==> src/rtl/cpu_pkg.sv <==
// Shared types and defaults for the bit-serial ALU path.
// Holds word/op widths, op codes and the sequencer state type.
package cpu_pkg;

  localparam int WORD_DEF = 4;
  localparam int OP_W_DEF = 3;

  typedef enum logic [OP_W_DEF-1:0] {
    OP_NEQ = 3'd0
  } op_e;

  typedef enum logic [1:0] {
    IDLE,
    RUN,
    DONE
  } state_e;

endpackage

==> src/rtl/alu_serial_seq_if.sv <==
// Request/response channel between the stack datapath
// and the bit-serial ALU sequencer.
interface alu_serial_seq_if #(
  parameter int WORD = 4,
  parameter int OP_W = 3
);

  logic            req_valid;
  logic            req_ready;
  logic [WORD-1:0] req_a;
  logic [WORD-1:0] req_b;
  logic [OP_W-1:0] req_op;
  logic            req_cin;
  logic            rsp_valid;
  logic            rsp_ready;
  logic [WORD-1:0] rsp_result;
  logic            rsp_carry;

  modport master (
    output req_valid, req_a, req_b,
    output req_op, req_cin, rsp_ready,
    input  req_ready, rsp_valid,
    input  rsp_result, rsp_carry
  );

  modport slave (
    input  req_valid, req_a, req_b,
    input  req_op, req_cin, rsp_ready,
    output req_ready, rsp_valid,
    output rsp_result, rsp_carry
  );

endinterface

==> src/rtl/alu.sv <==
// 1-bit ALU slice, combinational.
// Only OP_NEQ is defined; other codes drive zeros.
module alu
  import cpu_pkg::*;
#(
  parameter int OP_W = OP_W_DEF
) (
  input  logic            a,
  input  logic            b,
  input  logic            c,
  input  logic [OP_W-1:0] s,
  output logic            out,
  output logic            cout
);

  always_comb begin
    out  = 1'b0;
    cout = 1'b0;
    if (s == OP_W'(OP_NEQ)) begin
      out  = a ^ b;
      cout = c & (a ^ b);
    end
  end

endmodule

==> src/rtl/alu_serial_seq.sv <==
// Bit-serial sequencer: runs a word op through the 1-bit
// slice LSB-first, chaining cout back into c.
module alu_serial_seq
  import cpu_pkg::*;
#(
  parameter int WORD = WORD_DEF,
  parameter int OP_W = OP_W_DEF
) (
  input logic          clk,
  input logic          rst,
  alu_serial_seq_if.slave bus
);

  localparam int CW = $clog2(WORD);
  localparam logic [CW-1:0] LAST = CW'(WORD - 1);

  state_e          state;
  logic [WORD-1:0] a_sh;
  logic [WORD-1:0] b_sh;
  logic [WORD-1:0] result;
  logic [OP_W-1:0] op_q;
  logic            carry;
  logic [CW-1:0]   cnt;
  logic            valid_q;
  logic            s_out;
  logic            s_cout;

  alu #(.OP_W(OP_W)) u_alu (
    .a    (a_sh[0]),
    .b    (b_sh[0]),
    .c    (carry),
    .s    (op_q),
    .out  (s_out),
    .cout (s_cout)
  );

  always_ff @(posedge clk) begin
    if (rst) begin
      state   <= IDLE;
      a_sh    <= '0;
      b_sh    <= '0;
      result  <= '0;
      op_q    <= '0;
      carry   <= 1'b0;
      cnt     <= '0;
      valid_q <= 1'b0;
    end else begin
      unique case (state)
        IDLE: begin
          if (bus.req_valid) begin
            a_sh  <= bus.req_a;
            b_sh  <= bus.req_b;
            op_q  <= bus.req_op;
            carry <= bus.req_cin;
            cnt   <= '0;
            state <= RUN;
          end
        end
        RUN: begin
          result <= {s_out, result[WORD-1:1]};
          a_sh   <= a_sh >> 1;
          b_sh   <= b_sh >> 1;
          carry  <= s_cout;
          cnt    <= cnt + 1'b1;
          if (cnt == LAST) begin
            state   <= DONE;
            valid_q <= 1'b1;
          end
        end
        DONE: begin
          if (bus.rsp_ready) begin
            state   <= IDLE;
            valid_q <= 1'b0;
          end
        end
        default: state <= IDLE;
      endcase
    end
  end

  assign bus.req_ready  = (state == IDLE) && !rst;
  assign bus.rsp_valid  = valid_q;
  assign bus.rsp_result = result;
  assign bus.rsp_carry  = carry;

endmodule

==> src/flat_wrapper.sv <==
// flat-port wrapper written by rule: the top's interface ports become plain ports
module alu_serial_seq_flat import cpu_pkg::*;
#(
  parameter int WORD = WORD_DEF,
  parameter int OP_W = OP_W_DEF
)
  (clk, rst, bus_req_valid, bus_req_a, bus_req_b, bus_req_op, bus_req_cin, bus_rsp_ready, bus_req_ready, bus_rsp_valid, bus_rsp_result, bus_rsp_carry);
  alu_serial_seq_if #(.WORD(WORD), .OP_W(OP_W)) bus_i ();
  input logic clk;
  input logic rst;
  input wire logic [$bits(bus_i.req_valid)-1:0] bus_req_valid;
  input wire logic [$bits(bus_i.req_a)-1:0] bus_req_a;
  input wire logic [$bits(bus_i.req_b)-1:0] bus_req_b;
  input wire logic [$bits(bus_i.req_op)-1:0] bus_req_op;
  input wire logic [$bits(bus_i.req_cin)-1:0] bus_req_cin;
  input wire logic [$bits(bus_i.rsp_ready)-1:0] bus_rsp_ready;
  output wire logic [$bits(bus_i.req_ready)-1:0] bus_req_ready;
  output wire logic [$bits(bus_i.rsp_valid)-1:0] bus_rsp_valid;
  output wire logic [$bits(bus_i.rsp_result)-1:0] bus_rsp_result;
  output wire logic [$bits(bus_i.rsp_carry)-1:0] bus_rsp_carry;
  assign bus_i.req_valid = bus_req_valid;
  assign bus_i.req_a = bus_req_a;
  assign bus_i.req_b = bus_req_b;
  assign bus_i.req_op = bus_req_op;
  assign bus_i.req_cin = bus_req_cin;
  assign bus_i.rsp_ready = bus_rsp_ready;
  assign bus_req_ready = bus_i.req_ready;
  assign bus_rsp_valid = bus_i.rsp_valid;
  assign bus_rsp_result = bus_i.rsp_result;
  assign bus_rsp_carry = bus_i.rsp_carry;
  alu_serial_seq #(.WORD(WORD), .OP_W(OP_W)) u_core (.clk(clk), .rst(rst), .bus(bus_i));
endmodule
==> config.mk <==
export PLATFORM = sky130hd
export DESIGN_NAME = alu_serial_seq_flat
export DESIGN_NICKNAME = d
export VERILOG_FILES = /design/src/rtl/cpu_pkg.sv /design/src/rtl/alu_serial_seq_if.sv /design/src/rtl/alu.sv /design/src/rtl/alu_serial_seq.sv /design/src/flat_wrapper.sv
export SDC_FILE = /design/constraint.sdc
export NUM_CORES = 1
export LEC_CHECK = 0
export BUFFER_PORTS_ARGS = -buffer_cell sky130_fd_sc_hd__buf_2
export CAP_MARGIN = 10
export CORE_ASPECT_RATIO = 0.75
export CORE_MARGIN = 3
export CORE_UTILIZATION = 46
export DETAILED_ROUTE_END_ITERATION = 8
export PLACE_DENSITY_LB_ADDON = 0.12
export REMOVE_ABC_BUFFERS = 1
export SYNTH_ARGS = -nofsm -noshare
export SYNTH_HDL_FRONTEND = slang
export SYNTH_SLANG_ARGS = --single-unit
==> constraint.sdc <==
create_clock -name clk -period 1.1 [get_ports clk]
set_input_delay 0 -clock clk [delete_from_list [all_inputs] [get_ports clk]]
set_output_delay 0 -clock clk [all_outputs]
set_load 0.01 [all_outputs]
Yosys cells after proc, flatten, opt, wreduce, memory -nomap -nowiden. Index checks and enable logic that the tools add are counted.

Bitwise operators: 2. Reduce and logical (&&, ||, !) cells: 10. Shifts and indexed selects: 0. $mul: 0. Order comparisons: 0. Multiplexer cells: 17. Div/mod/pow operators: 0. Equal/unequal tests: 6. Add/subtract/negate cells: 1.

Operators by type and width (count): one-hot mux 4 bit (2 select lines) (2); 2-to-1 mux 2 bit (4); 2-to-1 mux 4 bit (2); one-hot mux 2 bit (3 select lines) (1); AND reduction 3 bit (2); 2-to-1 mux 1 bit (5); == test 2 bit, second input constant (2); != test 2 bit, second input constant (2); one-hot mux 1 bit (2 select lines) (2); one-hot mux 2 bit (2 select lines) (1); AND reduction 2 bit (2); nonzero test 2 bit (2); logical NOT 3 bit (1); adder 2 x 1 -> 2 bit, second input constant (1); == test 2 x 1 -> 1 bit, second input constant (1); logical NOT 2 bit (1); != test 2 x 1 -> 1 bit, second input constant (1); AND 1 bit (1); logical AND 1 bit (1); logical NOT 1 bit (1); XOR 1 bit (1).

Output and inout bits: 7. Bits of input ports: 16. Word-level logic and storage cells: 44. Memory bits (read-only): 0. Flip-flop bits (word level): 21. Bits in writable memories: 0. Bits in latches: 0. Memories kept: 0.

Logic depth before layout (Yosys ltp).
Depth after elaboration: 4. Mapped depth: 5. Mapped depth without buffers: 4.

Cells and area by module. A second synthesis with hierarchy kept.

Cell total of the unflattened synthesis: 92. Area, all modules: 965.9 sq um.

Modules (own cells, without submodules): alu_serial_seq (times used 1, cells each 88, seq. area each 420.4 sq um, area an instance 932.1 sq um); alu (times used 1, cells each 4, seq. area each 0.0 sq um, area an instance 33.8 sq um).

Least setup slack after synthesis. No wires, ideal clock.

Kind: register to register. Start point: register u_core.state[0]. End point: register u_core.b_sh[0]. Clock period less this slack: 1.099 ns. Setup time: 0.088 ns. Path buffers: 2. Arrival time: 1.011 ns. Stages on the path, launching flop included: 6. Path slack: 0.001 ns. Required time: 1.012 ns. Cell sequence: dfxtp_1 -> buf_6 -> and2b_4 -> buf_6 -> nand2_2 -> a311oi_2.

Word-level cells in the longest chain between the ends: 3. Elaborated cells on any way between the ends: 6. Classes of those cells: eq/ne (2); mux (1); reduce/logical (3).

RTL lines: start, declared (line alu_serial_seq.sv:17) `state_e state;`; start signal, assigned (line alu_serial_seq.sv:39) `state <= IDLE;`; start signal, assigned (line alu_serial_seq.sv:56) `state <= RUN;`; start signal, assigned (line alu_serial_seq.sv:66) `state <= DONE;`; == test 2 x 1 -> 1 bit / logical NOT 2 bit (equally long branches) (line alu_serial_seq.sv:48) `unique case (state)`; nonzero test 2 bit (no source line) / != test 2 bit (equally long branches); AND reduction 2 bit (no source line); end signal, assigned (line alu_serial_seq.sv:52) `b_sh <= bus.req_b;`; end signal, assigned (line alu_serial_seq.sv:62) `b_sh <= b_sh >> 1;`; end, declared (line alu_serial_seq.sv:19) `logic [WORD-1:0] b_sh;`.

Several ways; a longest one is shown, not always the timed one. A chain may end at the register's enable or synchronous reset.

Final worst setup path.
Start point: register u_core.state[1]. End point: register u_core.op_q[2].

Word-level cells in the longest chain between the ends: 2.

RTL lines: logical NOT 2 bit (line alu_serial_seq.sv:48); AND reduction 2 bit (no source line); end signal, assigned (line alu_serial_seq.sv:53) `op_q <= bus.req_op;`; end, declared (line alu_serial_seq.sv:21) `logic [OP_W-1:0] op_q;`.

Every way passes these cells.

==> results.md <==
* Seq cells post-synth at 21
* Static Leakage at 0.5522 nW
* Detailed-route via count at 876
* Worst-Margin Slew at 0.3168 ns
* Leading cell type in the layout, fill and taps excluded: buf_2
* Status: finished, violations left
* First-pass GRT wire length at 3.401 mm
* Final std cells w/o fill at 170
* Worst vdd ir at 0.9731 mV
* TritonCTS clock tree: done
* CP arrival at 1.36 ns
* Max-slew violations at 0
* Residual DRC count at 0
* Final Hold Fails at 0
* Max frequency at 871.2 MHz
* Die ar. at 0.002648 mm²
* Post-Synthesis Cells at 105
* Tmin final at 1.148 ns
* Worst hold slack at 0.1491 ns
* Worst r2r src: u_core.state[1]$_SDFFE_PP0P_
* Antenna violations before repair at 0
* Synth unique cells at 30
* Setup crit start: u_core.state[1]$_SDFFE_PP0P_
* Post-DR wirelength/cell at 12.75 µm
* Worst skew pair latency at 0.30 ns
* Post-Syn Area at 948.4 µm²
* Final Cycle Share at 104.3%
* Core area at 0.001838 mm²
* Design Area, Final at 0.001308 mm²
* Final HPWL DP at 1.502 mm
* Worst Reg-to-Reg Cells at 4
* Startpoint Class: flip-flop
* Hold path cells at 4
* CTS clk-pin slew, worst paths at 0.12 ns
* Clock skew at 0.008359 ns
* WL final at 2.167 mm
* Layout cells sized above 1 at 35.81%
* DRT antenna net count at 0
* Max Root-Sink Buffers at 2
* RSZ-0062 raised after global routing: true
* RePlAce Congestion at 0.7565
* Nets@finish at 166
* Slew HR at 78.71%
* Max FO, Critical Path at 6
* Vias in the first global route at 780
* Total gr overflow at 0
* Commonest non-fill, non-tap cells in the layout: 22 x buf_2, 19 x dfxtp_1, 17 x nand2_1
* Chip width at 58.43 µm
* Hold path start: bus_req_valid
* Crit path kind: flip-flop to flip-flop
* CTS root buf: clkbuf_4
* IO buf count at 22
* TritonCTS Sinks at 21
* Failing checks: negative setup slack
* Area Overhead vs Synth at 37.86%
* Setup Viol. Count Final at 9
* Largest net degree at the start of global routing at 12
* GRT Resource Usage Total at 17.35%
* DP Cell Count at 149
* DRT iter0 DRCs at 25
* Initial Utilization at 51.60%
* # diodes at 0
* CTS Buf Count at 3
* PD cells at 1139 mW/mm²
* HP Class: input port to flip-flop
* Initial DRT Pass Iterations at 4
* Syn_area_per_cell at 9.032 µm²
* Std cell rows at 13
* Sequential fraction of the synthesis area at 44.33%
* Max-cap violations at 0
* Final TNS setup at -0.2194 ns
* Crit. End Element: flip-flop
* Die Ht at 45.33 µm
* Crit path required time at 1.31 ns
* I/O pin cnt at 23
* H-tree depth at 1
* Number of vias per cell at 5.153
* Final WS setup at -0.04782 ns
* Synth Warn # at 0
* Placed instance area at 0.001089 mm²
[final timing paths]
kind	to	slack, ns
hold / removal	u_core.a_sh[3]$_SDFFE_PP0P_	0.15
setup / recovery	u_core.op_q[2]$_SDFFE_PP0P_	-0.05
setup reg to reg	u_core.op_q[2]$_SDFFE_PP0P_	-0.05
hold reg to reg	u_core.bus.rsp_result[0]$_SDFFE_PP0P_	0.46
[timing repair]
item	4_1_cts	5_1_grt
pin swaps	3	1
gates resized for setup	7	4
endpoints found under the hold margin	15	0
endpoints found under the setup margin	16	17
hold buffers	14	0
buffers inserted	2	1
[sequential cells by signal, indices dropped and copies added (netlist names)]
signal                 cells
u_core.a_sh                4
u_core.b_sh                4
u_core.op_q                3
u_core.state               2
u_core.bus.rsp_result      4
u_core.bus.rsp_valid       1
u_core.cnt                 2
u_core.bus.rsp_carry       1
[worst max-delay path, stage by stage, from the launching register on]
cell and delay, ns:
dfxtp_2 0.37, buf_6 0.12, nor3b_4 0.28, mux2i_1 0.22
nor2_1 0.06
[synthesized netlist by cell type]
cell type | n | area share, %
dfxtp_1 | 21 | 44
nand2_1 | 17 | 6.7
a21oi_1 | 12 | 6.3
nor2_1 | 12 | 4.7
a211oi_1 | 5 | 4.0
nor2b_1 | 4 | 2.6
mux2i_1 | 3 | 3.2
a211oi_2 | 2 | 2.6
a21oi_2 | 2 | 1.8
a22oi_1 | 2 | 1.6
buf_4 | 2 | 1.6
buf_6 | 2 | 2.4
clkbuf_1 | 2 | 0.79
nor3_1 | 2 | 1.1
o22ai_1 | 2 | 1.3
a311oi_2 | 1 | 1.6
and2b_4 | 1 | 1.1
buf_2 | 1 | 0.53
ha_1 | 1 | 1.3
nand2_2 | 1 | 0.66
nand2b_1 | 1 | 0.66
nand3_1 | 1 | 0.53
nand4_1 | 1 | 0.66
nor3b_1 | 1 | 0.79
nor3b_4 | 1 | 2.0
o21ai_0 | 1 | 0.53
o21ba_2 | 1 | 1.1
o21bai_4 | 1 | 2.0
or2_2 | 1 | 0.66
xor2_1 | 1 | 0.92
[report_power, final]
| part | switching, mW | leakage (nW) | internal [mW] |
|---|---|---|---|
| Clock | 0.224 | 0.0150 | 0.141 |
| Sequential | 0.0342 | 0.173 | 0.803 |
| Combinational | 0.134 | 0.364 | 0.153 |
| Total | 0.392 | 0.552 | 1.10 |
[cell type report]
class	count	area [µm²]
Clock buffer	4	26.28
Fill cell	145	530.5
Multi-Input combinational cell	77	495.5
Sequential cell	21	425.4
Tap cell	22	27.53
Timing Repair Buffer	46	332.8
[layer usage]
metal / track usage, % / vias to the layer above / wire length [µm] / share of wire (%)
met1: 20.38 / 392 / 995 / 46
met3: 6.000 / 4 / 134 / 6.2
met2: 29.84 / 31 / 1009 / 47
met5: 0 / - / 0 / 0
met4: 5.556 / 0 / 27 / 1.2
li1: - / 449 / - / -
[cell families (layout without fill, tap and decap cells)]
| group | after synthesis | count (layout) | share of synthesized area (%) |
|---|---|---|---|
| AOI/OAI and AO/OA | 29 | 29 | 22.82 |
| xor gates and xnor gates | 1 | 1 | 0.9237 |
| adders and majority gates | 1 | 1 | 1.319 |
| buffers and inverters | 7 | 50 | 5.276 |
| DFF | 21 | 21 | 44.33 |
| muxes | 3 | 3 | 3.166 |
| and+or+nand+nor | 43 | 43 | 22.16 |
[metrics by stage]
step | power (mW) | setup WS, ns | util [%]
floorplan | 0.9824 | -0.1035 | -
global placement | 1.075 | -0.05096 | 59.22
detailed placement | 1.083 | -0.1278 | 59.22
CTS | 1.491 | -0.06756 | 70.18
global route | 1.575 | -0.1191 | 71.14
finish | 1.489 | -0.04782 | 71.14
No activity file was read; power rests on OpenSTA's default activity.
